**config.mk**
```make
export PLATFORM = sky130hd
export DESIGN_NAME = wave_voice_sched
export DESIGN_NICKNAME = d
export VERILOG_FILES = /design/src/rtl/wave_voice_sched.sv
export SDC_FILE = /design/constraint.sdc
export NUM_CORES = 1
export LEC_CHECK = 0
export ABC_AREA = 1
export ABC_CLOCK_PERIOD_IN_PS = 11100
export BUFFER_PORTS_ARGS = -buffer_cell sky130_fd_sc_hd__buf_2
export CORE_ASPECT_RATIO = 0.6
export CORE_UTILIZATION = 35
export DETAILED_ROUTE_END_ITERATION = 16
export GPL_ROUTABILITY_DRIVEN = 0
export HOLD_SLACK_MARGIN = 0.08
export SLEW_MARGIN = 15
export SYNTH_ARGS = -nofsm -noshare
export SYNTH_HDL_FRONTEND = slang
export SYNTH_SLANG_ARGS = --single-unit
export TNS_END_PERCENT = 50
```
**constraint.sdc**
```tcl
create_clock -name i_clk -period 11.1 [get_ports i_clk]
set_clock_uncertainty 0.2 [all_clocks]
set_input_delay 2.22 -clock i_clk [delete_from_list [all_inputs] [get_ports i_clk]]
set_output_delay 2.22 -clock i_clk [all_outputs]
set_load 0.03 [all_outputs]
```
**src/rtl/wave_voice_sched.sv**
```systemverilog
// Time-multiplexes one wave_gen across NUM_VOICES voices and mixes their samples.
// Optional WAVE_SCHED_SAT_EN: saturate the narrowed mix instead of wrapping it.
module wave_voice_sched #(
  parameter  int NUM_VOICES = 4,
  parameter  int SHIFT      = 2,
  parameter  int TIMEOUT    = 1023,
  localparam int VW         = $clog2(NUM_VOICES)
) (
  input  logic                  i_clk,
  input  logic                  i_reset,
  input  logic                  i_sample_tick,
  input  logic [NUM_VOICES-1:0] i_voice_en,
  input  logic                  i_cfg_we,
  input  logic [VW-1:0]         i_cfg_voice,
  input  logic [1:0]            i_cfg_sel,
  input  logic [31:0]           i_cfg_data,
  output logic                  o_gen_req_next,
  output logic [31:0]           o_gen_step,
  output logic [31:0]           o_gen_primscale,
  output logic [31:0]           o_gen_secscale,
  input  logic [15:0]           i_gen_data,
  input  logic                  i_gen_done,
  output logic [15:0]           o_mix_data,
  output logic                  o_mix_valid,
  output logic                  o_busy,
  output logic                  o_overrun,
  output logic                  o_gen_timeout
);

  localparam int AW = 16 + VW;
  localparam int CW = $clog2(TIMEOUT + 1);

  typedef enum logic [2:0] {
    S_IDLE, S_SCAN, S_ISSUE, S_WAIT, S_OUTPUT
  } state_t;

  state_t r_state, w_next;

  logic [31:0] r_sh_step [NUM_VOICES];
  logic [31:0] r_sh_prim [NUM_VOICES];
  logic [31:0] r_sh_sec  [NUM_VOICES];
  logic [31:0] r_lv_step [NUM_VOICES];
  logic [31:0] r_lv_prim [NUM_VOICES];
  logic [31:0] r_lv_sec  [NUM_VOICES];

  logic [NUM_VOICES-1:0] r_en;
  logic [VW:0]           r_scan;
  logic [CW-1:0]         r_wait_cnt;
  logic signed [AW-1:0]  r_acc;
  logic [31:0]           r_gen_step, r_gen_prim, r_gen_sec;
  logic [15:0]           r_mix;
  logic                  r_overrun, r_timeout;

  logic w_start, w_scan_adv, w_load_gen, w_add, w_to, w_mix_load;
  logic w_req, w_mix_valid, w_busy, w_remain, w_cur_en;
  logic signed [AW-1:0] w_shifted;
  logic [15:0]          w_result;

  // A voice is only worth scanning if some enabled voice remains at or above r_scan.
  assign w_remain = |(r_en >> r_scan);
  assign w_cur_en = r_en[r_scan[VW-1:0]];

  localparam logic signed [AW-1:0] MAX16 = 32767;
  localparam logic signed [AW-1:0] MIN16 = -32768;

  assign w_shifted = r_acc >>> SHIFT;

`ifdef WAVE_SCHED_SAT_EN
  always_comb begin
    if (w_shifted > MAX16)      w_result = 16'h7FFF;
    else if (w_shifted < MIN16) w_result = 16'h8000;
    else                        w_result = 16'(w_shifted);
  end
`else
  assign w_result = 16'(w_shifted);
`endif

  always_ff @(posedge i_clk) begin
    // NOTE: sequential state uses non-blocking assignments so every register
    // samples pre-edge values, independent of process ordering.
    if (i_reset) r_state <= S_IDLE;
    else         r_state <= w_next;
  end

  always_comb begin
    // NOTE: every output of this block gets a default first, so no path can
    // leave one unassigned and infer a latch.
    w_next      = r_state;
    w_start     = 1'b0;
    w_scan_adv  = 1'b0;
    w_load_gen  = 1'b0;
    w_add       = 1'b0;
    w_to        = 1'b0;
    w_mix_load  = 1'b0;
    w_req       = 1'b0;
    w_mix_valid = 1'b0;
    w_busy      = 1'b0;
    case (r_state)
      S_IDLE: begin
        if (i_sample_tick) begin
          w_start = 1'b1;
          w_next  = S_SCAN;
        end
      end
      S_SCAN: begin
        w_busy = 1'b1;
        if (!w_remain) begin
          w_mix_load = 1'b1;
          w_next     = S_OUTPUT;
        end else begin
          w_scan_adv = 1'b1;
          if (w_cur_en) begin
            w_load_gen = 1'b1;
            w_next     = S_ISSUE;
          end
        end
      end
      S_ISSUE: begin
        w_busy = 1'b1;
        w_req  = 1'b1;
        w_next = S_WAIT;
      end
      S_WAIT: begin
        w_busy = 1'b1;
        if (i_gen_done) begin
          w_add  = 1'b1;
          w_next = S_SCAN;
        end else if (r_wait_cnt == CW'(TIMEOUT - 1)) begin
          w_to   = 1'b1;
          w_next = S_SCAN;
        end
      end
      S_OUTPUT: begin
        w_mix_valid = 1'b1;
        w_next      = S_IDLE;
      end
      default: w_next = S_IDLE;
    endcase
  end

  always_ff @(posedge i_clk) begin
    if (i_reset) begin
      // NOTE: the register banks are cleared on reset because a frame started
      // before any config write must present defined (zero) words to wave_gen.
      for (int i = 0; i < NUM_VOICES; i++) begin
        r_sh_step[i] <= '0;
        r_sh_prim[i] <= '0;
        r_sh_sec[i]  <= '0;
        r_lv_step[i] <= '0;
        r_lv_prim[i] <= '0;
        r_lv_sec[i]  <= '0;
      end
      r_en       <= '0;
      r_scan     <= '0;
      r_wait_cnt <= '0;
      r_acc      <= '0;
      r_gen_step <= '0;
      r_gen_prim <= '0;
      r_gen_sec  <= '0;
      r_mix      <= '0;
      r_overrun  <= 1'b0;
      r_timeout  <= 1'b0;
    end else begin
      if (i_cfg_we) begin
        case (i_cfg_sel)
          2'd0:    r_sh_step[i_cfg_voice] <= i_cfg_data;
          2'd1:    r_sh_prim[i_cfg_voice] <= i_cfg_data;
          2'd2:    r_sh_sec[i_cfg_voice]  <= i_cfg_data;
          default: ;
        endcase
      end
      // Live bank takes the pre-edge shadow, so a same-cycle write waits a frame.
      if (w_start) begin
        for (int i = 0; i < NUM_VOICES; i++) begin
          r_lv_step[i] <= r_sh_step[i];
          r_lv_prim[i] <= r_sh_prim[i];
          r_lv_sec[i]  <= r_sh_sec[i];
        end
        r_en   <= i_voice_en;
        r_acc  <= '0;
        r_scan <= '0;
      end
      if (w_scan_adv) r_scan <= r_scan + 1'b1;
      if (w_load_gen) begin
        r_gen_step <= r_lv_step[r_scan[VW-1:0]];
        r_gen_prim <= r_lv_prim[r_scan[VW-1:0]];
        r_gen_sec  <= r_lv_sec[r_scan[VW-1:0]];
        r_wait_cnt <= '0;
      end
      if (r_state == S_WAIT) r_wait_cnt <= r_wait_cnt + 1'b1;
      if (w_add)      r_acc <= r_acc + AW'($signed(i_gen_data));
      if (w_to)       r_timeout <= 1'b1;
      if (i_sample_tick && (r_state != S_IDLE)) r_overrun <= 1'b1;
      if (w_mix_load) r_mix <= w_result;
    end
  end

  assign o_gen_req_next  = w_req;
  assign o_gen_step      = r_gen_step;
  assign o_gen_primscale = r_gen_prim;
  assign o_gen_secscale  = r_gen_sec;
  assign o_mix_data      = r_mix;
  assign o_mix_valid     = w_mix_valid;
  assign o_busy          = w_busy;
  assign o_overrun       = r_overrun;
  assign o_gen_timeout   = r_timeout;

endmodule
```
Word-level counts from Yosys, hierarchy flattened

Memory sizes are Yosys's and may differ from the RTL's. A register that Yosys moved wholly into a read port is not among the register bits.
Cells that the tools add are included.

Reductions and logical operators: 13
Shift operators: 1
$lt $le $gt $ge: 1
Bitwise logic cells: 12
Mux-type cells: 69
$add $sub $neg: 3
Equality and inequality tests: 10

Operator list:

| cell                  | count |
|---|---|
| $mux 32               | 15 |
| $reduce_or 32->1      | 3 |
| $mux 1                | 38 |
| $mux 18               | 2 |
| $mux 3                | 7 |
| $mux 10               | 2 |
| $add 18x16->18        | 1 |
| $or 1x1->1            | 12 |
| $pmux 3 s4            | 1 |
| $add 10x1->10 const B | 1 |
| $eq 10x10->1 const B  | 1 |
| $eq 3x2->1 const B    | 2 |
| $mux 2                | 3 |
| $ne 3x3->1 const B    | 2 |
| $reduce_bool 2->1     | 3 |
| $reduce_or 4->1       | 1 |
| $shr 4x3->4           | 1 |
| $add 3x1->3 const B   | 1 |
| $eq 3x1->1 const B    | 1 |
| $eq 3x3->1 const B    | 1 |
| $logic_not 3->1       | 1 |
| $lt 2x3->1 const B    | 1 |
| $reduce_and 3->1      | 1 |
| $reduce_bool 3->1     | 1 |
| other kinds (7)       | 7 |

Memories: 6
Register bits after elaboration: 56
Output and inout bits: 117
Bits of input ports: 61
Bits in writable memories: 768
Word-level logic and storage cells: 123

Memories:

| name      | words | bits a word | read ports | clocked after memory_dff | write ports | line | text |
|---|---|---|---|---|---|---|---|
| r_lv_prim | 4     | 32          | 1          | 1                        | 4           | 43   | `logic [31:0] r_lv_prim [NUM_VOICES];` |
| r_lv_sec  | 4     | 32          | 1          | 1                        | 4           | 44   | `logic [31:0] r_lv_sec [NUM_VOICES];` |
| r_lv_step | 4     | 32          | 1          | 1                        | 4           | 42   | `logic [31:0] r_lv_step [NUM_VOICES];` |
| r_sh_prim | 4     | 32          | 4          | 0                        | 4           | 40   | `logic [31:0] r_sh_prim [NUM_VOICES];` |
| r_sh_sec  | 4     | 32          | 4          | 0                        | 4           | 41   | `logic [31:0] r_sh_sec [NUM_VOICES];` |
| r_sh_step | 4     | 32          | 4          | 0                        | 4           | 39   | `logic [31:0] r_sh_step [NUM_VOICES];` |

Depth between registers and ports, before layout

Word-level depth: 7
Mapped depth: 12
Depth with buffers taken out: 12

Least setup slack after synthesis

Ideal clock, no wire load.

Kind: input to register
Start: input port i_reset
End: memory r_lv_prim[0][0] (enable)
Arrival time: 9038 ps
Buffers on the path: 2
Stages on the path: 4
Path slack: -962 ps
Cell sequence: clkbuf_1 -> clkinv_1 -> clkbuf_1 -> nand2_1

RTL lines:

| item               | line | text |
|---|---|---|
| start: declaration | 10   | `input logic i_reset,` |
| end: declaration   | 43   |  |

==> flow_metrics.env <==
export IMPL_finalSetupTns_ps=0
export IMPL_synth_nets=3656
export IMPL_ys_top_cells_by_count="946 x nor2_1, 768 x edfxtp_1, 566 x inv_1"
export IMPL_cts_repair_resized=0
export IMPL_syn2layout_area_growth_pct=13.4
export IMPL_syn_instance_count=3574
export IMPL_grt_pass1_wl_um=145000
export IMPL_syn_area_per_cell_sq_um=10.5
export IMPL_grt_overflow_total=0
export IMPL_cpPeakStageDelay_ps=770
export IMPL_dr_pass1_iters=5
export IMPL_finalMaxSlewViolations=0
export IMPL_cts_root_buffer="clkbuf_16"
export IMPL_crit_chain="buf_2 > inv_4 > buf_4 > nand2_4 > buf_4 > buf_4 > nor2_1"
export IMPL_drcViolationCount=0
export IMPL_h_tree_depth=3
export IMPL_fillers=10100
export IMPL_rows=92
export IMPL_dp_hpwl_um=55600
export IMPL_cp_num_buf_inv=5
export IMPL_yosysSeqAreaShare_pct=69.6
export IMPL_clkTransAtPathRegs_ps=70
export IMPL_max_slew_margin_rel_pct=23.5
export IMPL_critPathTopFamily="buffers and inverters"
export IMPL_holdCritStartpoint="o_gen_secscale[18]"
export IMPL_min_period_ps=6060
export IMPL_cts_sinks=920
export IMPL_synth_edf_count=768
export IMPL_crit_fanout=80
export IMPL_netlist_top_cells_area="edfxtp_1 61%, nor2_1 9.5%, dfxtp_1 8.1%"
export IMPL_vdd_ir_drop_max_uv=163
export IMPL_ant_nets=0
export IMPL_yosysWarnings=0
export IMPL_synth_most_common_cell="nor2_1"
export IMPL_die_h_um=256
export IMPL_async_flop_share_pct=0
export IMPL_timing_final_crit_share_pct=54.6
export IMPL_die_x_um=425
export IMPL_p_per_area_nw_per_um2=213
export IMPL_worstMarginPinSlew_ps=1150
export IMPL_drive_above_1_share_pct=10.1
export IMPL_status="finished, final reports clean"
export IMPL_io_buffers=177
export IMPL_vias=24700
export IMPL_postCtsHoldBufs=0
export IMPL_arrival_ps=6250
export IMPL_grt_start_max_net_pins=167
export IMPL_fin_area_sq_um=42500
export IMPL_report_power_total_mw=9.07
export IMPL_ys_types=41
export IMPL_cts_buffers=88
export IMPL_layout_setup_ws_ps=5040
export IMPL_core_sq_um=106000
export IMPL_power_leakage_nw=17.4
export IMPL_startpoint_type="primary input"
export IMPL_clk_latency_ps=690
export IMPL_rsz0062_at_grt="false"
export IMPL_antenna_found_initial=8
export IMPL_start_util_pct=35.5
export IMPL_grt_pass1_vias=23000
export IMPL_synth_top_area_share_pct=61.5
export IMPL_drt_iter0_drc=2609
export IMPL_final_hold_viol_count=0
export IMPL_post_synth_top_area_cell="edfxtp_1"
export IMPL_cp_end_kind="register"
export IMPL_worst_hold_slack_ps=240
export IMPL_syn_area_sq_um=37500
export IMPL_r2r_start="r_scan[1]"
export IMPL_pre_cts_ws_ps=4280
export IMPL_clock_path_buffers=3
export IMPL_post_cts_buffers=0
export IMPL_hp_class="register to register"
export IMPL_cp_common_cell="buf_4"
export IMPL_crit_type="primary input to register"
export IMPL_fmax_mhz=165
export IMPL_ys_ff_latch=920
export IMPL_worstSetupStartpoint="i_reset"
export IMPL_setup_violations=0
export IMPL_wl_um=96900
export IMPL_crit_path_top_delay_cell="nand2_4"
export IMPL_grt_usage_pct=17.6
export IMPL_dieArea_sq_um=109000
export IMPL_via_per_inst=4.81
export IMPL_nNetsFinal=3730
export IMPL_ios=178
export IMPL_routedWlPerCell_um=18.9
export IMPL_place_area_sq_um=39600
export IMPL_maxCapViolations=0
export IMPL_yosys_most_used_dff="edfxtp_1"
export IMPL_cts_tree="yes"
export IMPL_required_ps=11290
path summary, 6_finish.rpt:
kind	end	cells past startpoint	slack [ps]
setup / recovery	r_lv_prim[1][26]	7	5040
hold / removal	o_gen_secscale[18]	2	240
setup reg to reg	o_gen_step[27]	8	6970
hold reg to reg	o_gen_secscale[18]	2	240
worst register-to-register path, delay by kind of cell (launching register included):
family | cells | cell delay, ps
simple gates | 2 | 700
compound gates | 2 | 690
buf+inv | 4 | 1950
flops | 1 | 470
per-layer routing:
metal	global-route usage (%)	wire, um	share of wire [%]	vias to the layer above
li1	-	-	-	11800
met1	25.6	44600	46	11900
met2	26.8	42800	44	780
met3	3.42	7490	7.7	110
met4	4.66	1990	2.1	0
met5	0	0	0	-
state kept, by name (all words and copies together) (netlist names):
name / cells
r_sh_step: 128
r_wait_cnt: 10
r_state: 3
r_acc: 18
r_lv_prim: 128
o_mix_data: 16
o_gen_timeout: 1
r_lv_step: 128
o_gen_step: 32
r_sh_sec: 128
r_sh_prim: 128
r_lv_sec: 128
o_gen_secscale: 32
o_gen_primscale: 32
r_en: 4
r_scan: 3
o_overrun: 1
metrics by stage:
step / util (%) / cells
floorplan: - / 3574
global placement: 37.5 / 4968
detailed placement: 37.5 / 4968
CTS: 40.3 / 5132
global route: 40.3 / 5132
finish: 40.3 / 5133
where the power goes:
part	switching (mW)	internal, mW
clock	1.35	1.72
combinational	1.14	0.352
sequential	0.160	4.35
total	2.66	6.42
cells in the final DEF, fill, tap and decap left out, types with 90 or more instances in the layout:
cell type and n:
nor2_1 946, dfxtp_1 150, o21ai_0 310, clkbuf_16 90
edfxtp_1 768, nor3_1 100, inv_1 562, buf_2 177
nand2_1 136, a21oi_1 143, o22ai_1 98
layout make-up:
cell class | count | area, sq um | share of cell area [%]
diodes | 1 | 2.50 | 0.00589
clock buffers | 110 | 2380 | 5.59
inverters | 572 | 2150 | 5.07
multi-input cells | 1850 | 8370 | 19.7
well taps | 1410 | 1760 | 4.15
flip-flops and latches | 920 | 26100 | 61.4
repair buffers | 216 | 1200 | 2.83
clock inverters | 54 | 533 | 1.25
logic make-up after synthesis:
kind of cell | Yosys count | synth area share (%)
AOI/OAI and AO/OA | 581 | 8.13
adders and majority gates | 21 | 0.721
buffers and inverters | 804 | 8.33
and+or+nand+nor | 1247 | 13.2
xor gates and xnor gates | 1 | 0.0234
DFF | 920 | 69.6
No activity file was read; power rests on OpenSTA's default activity.
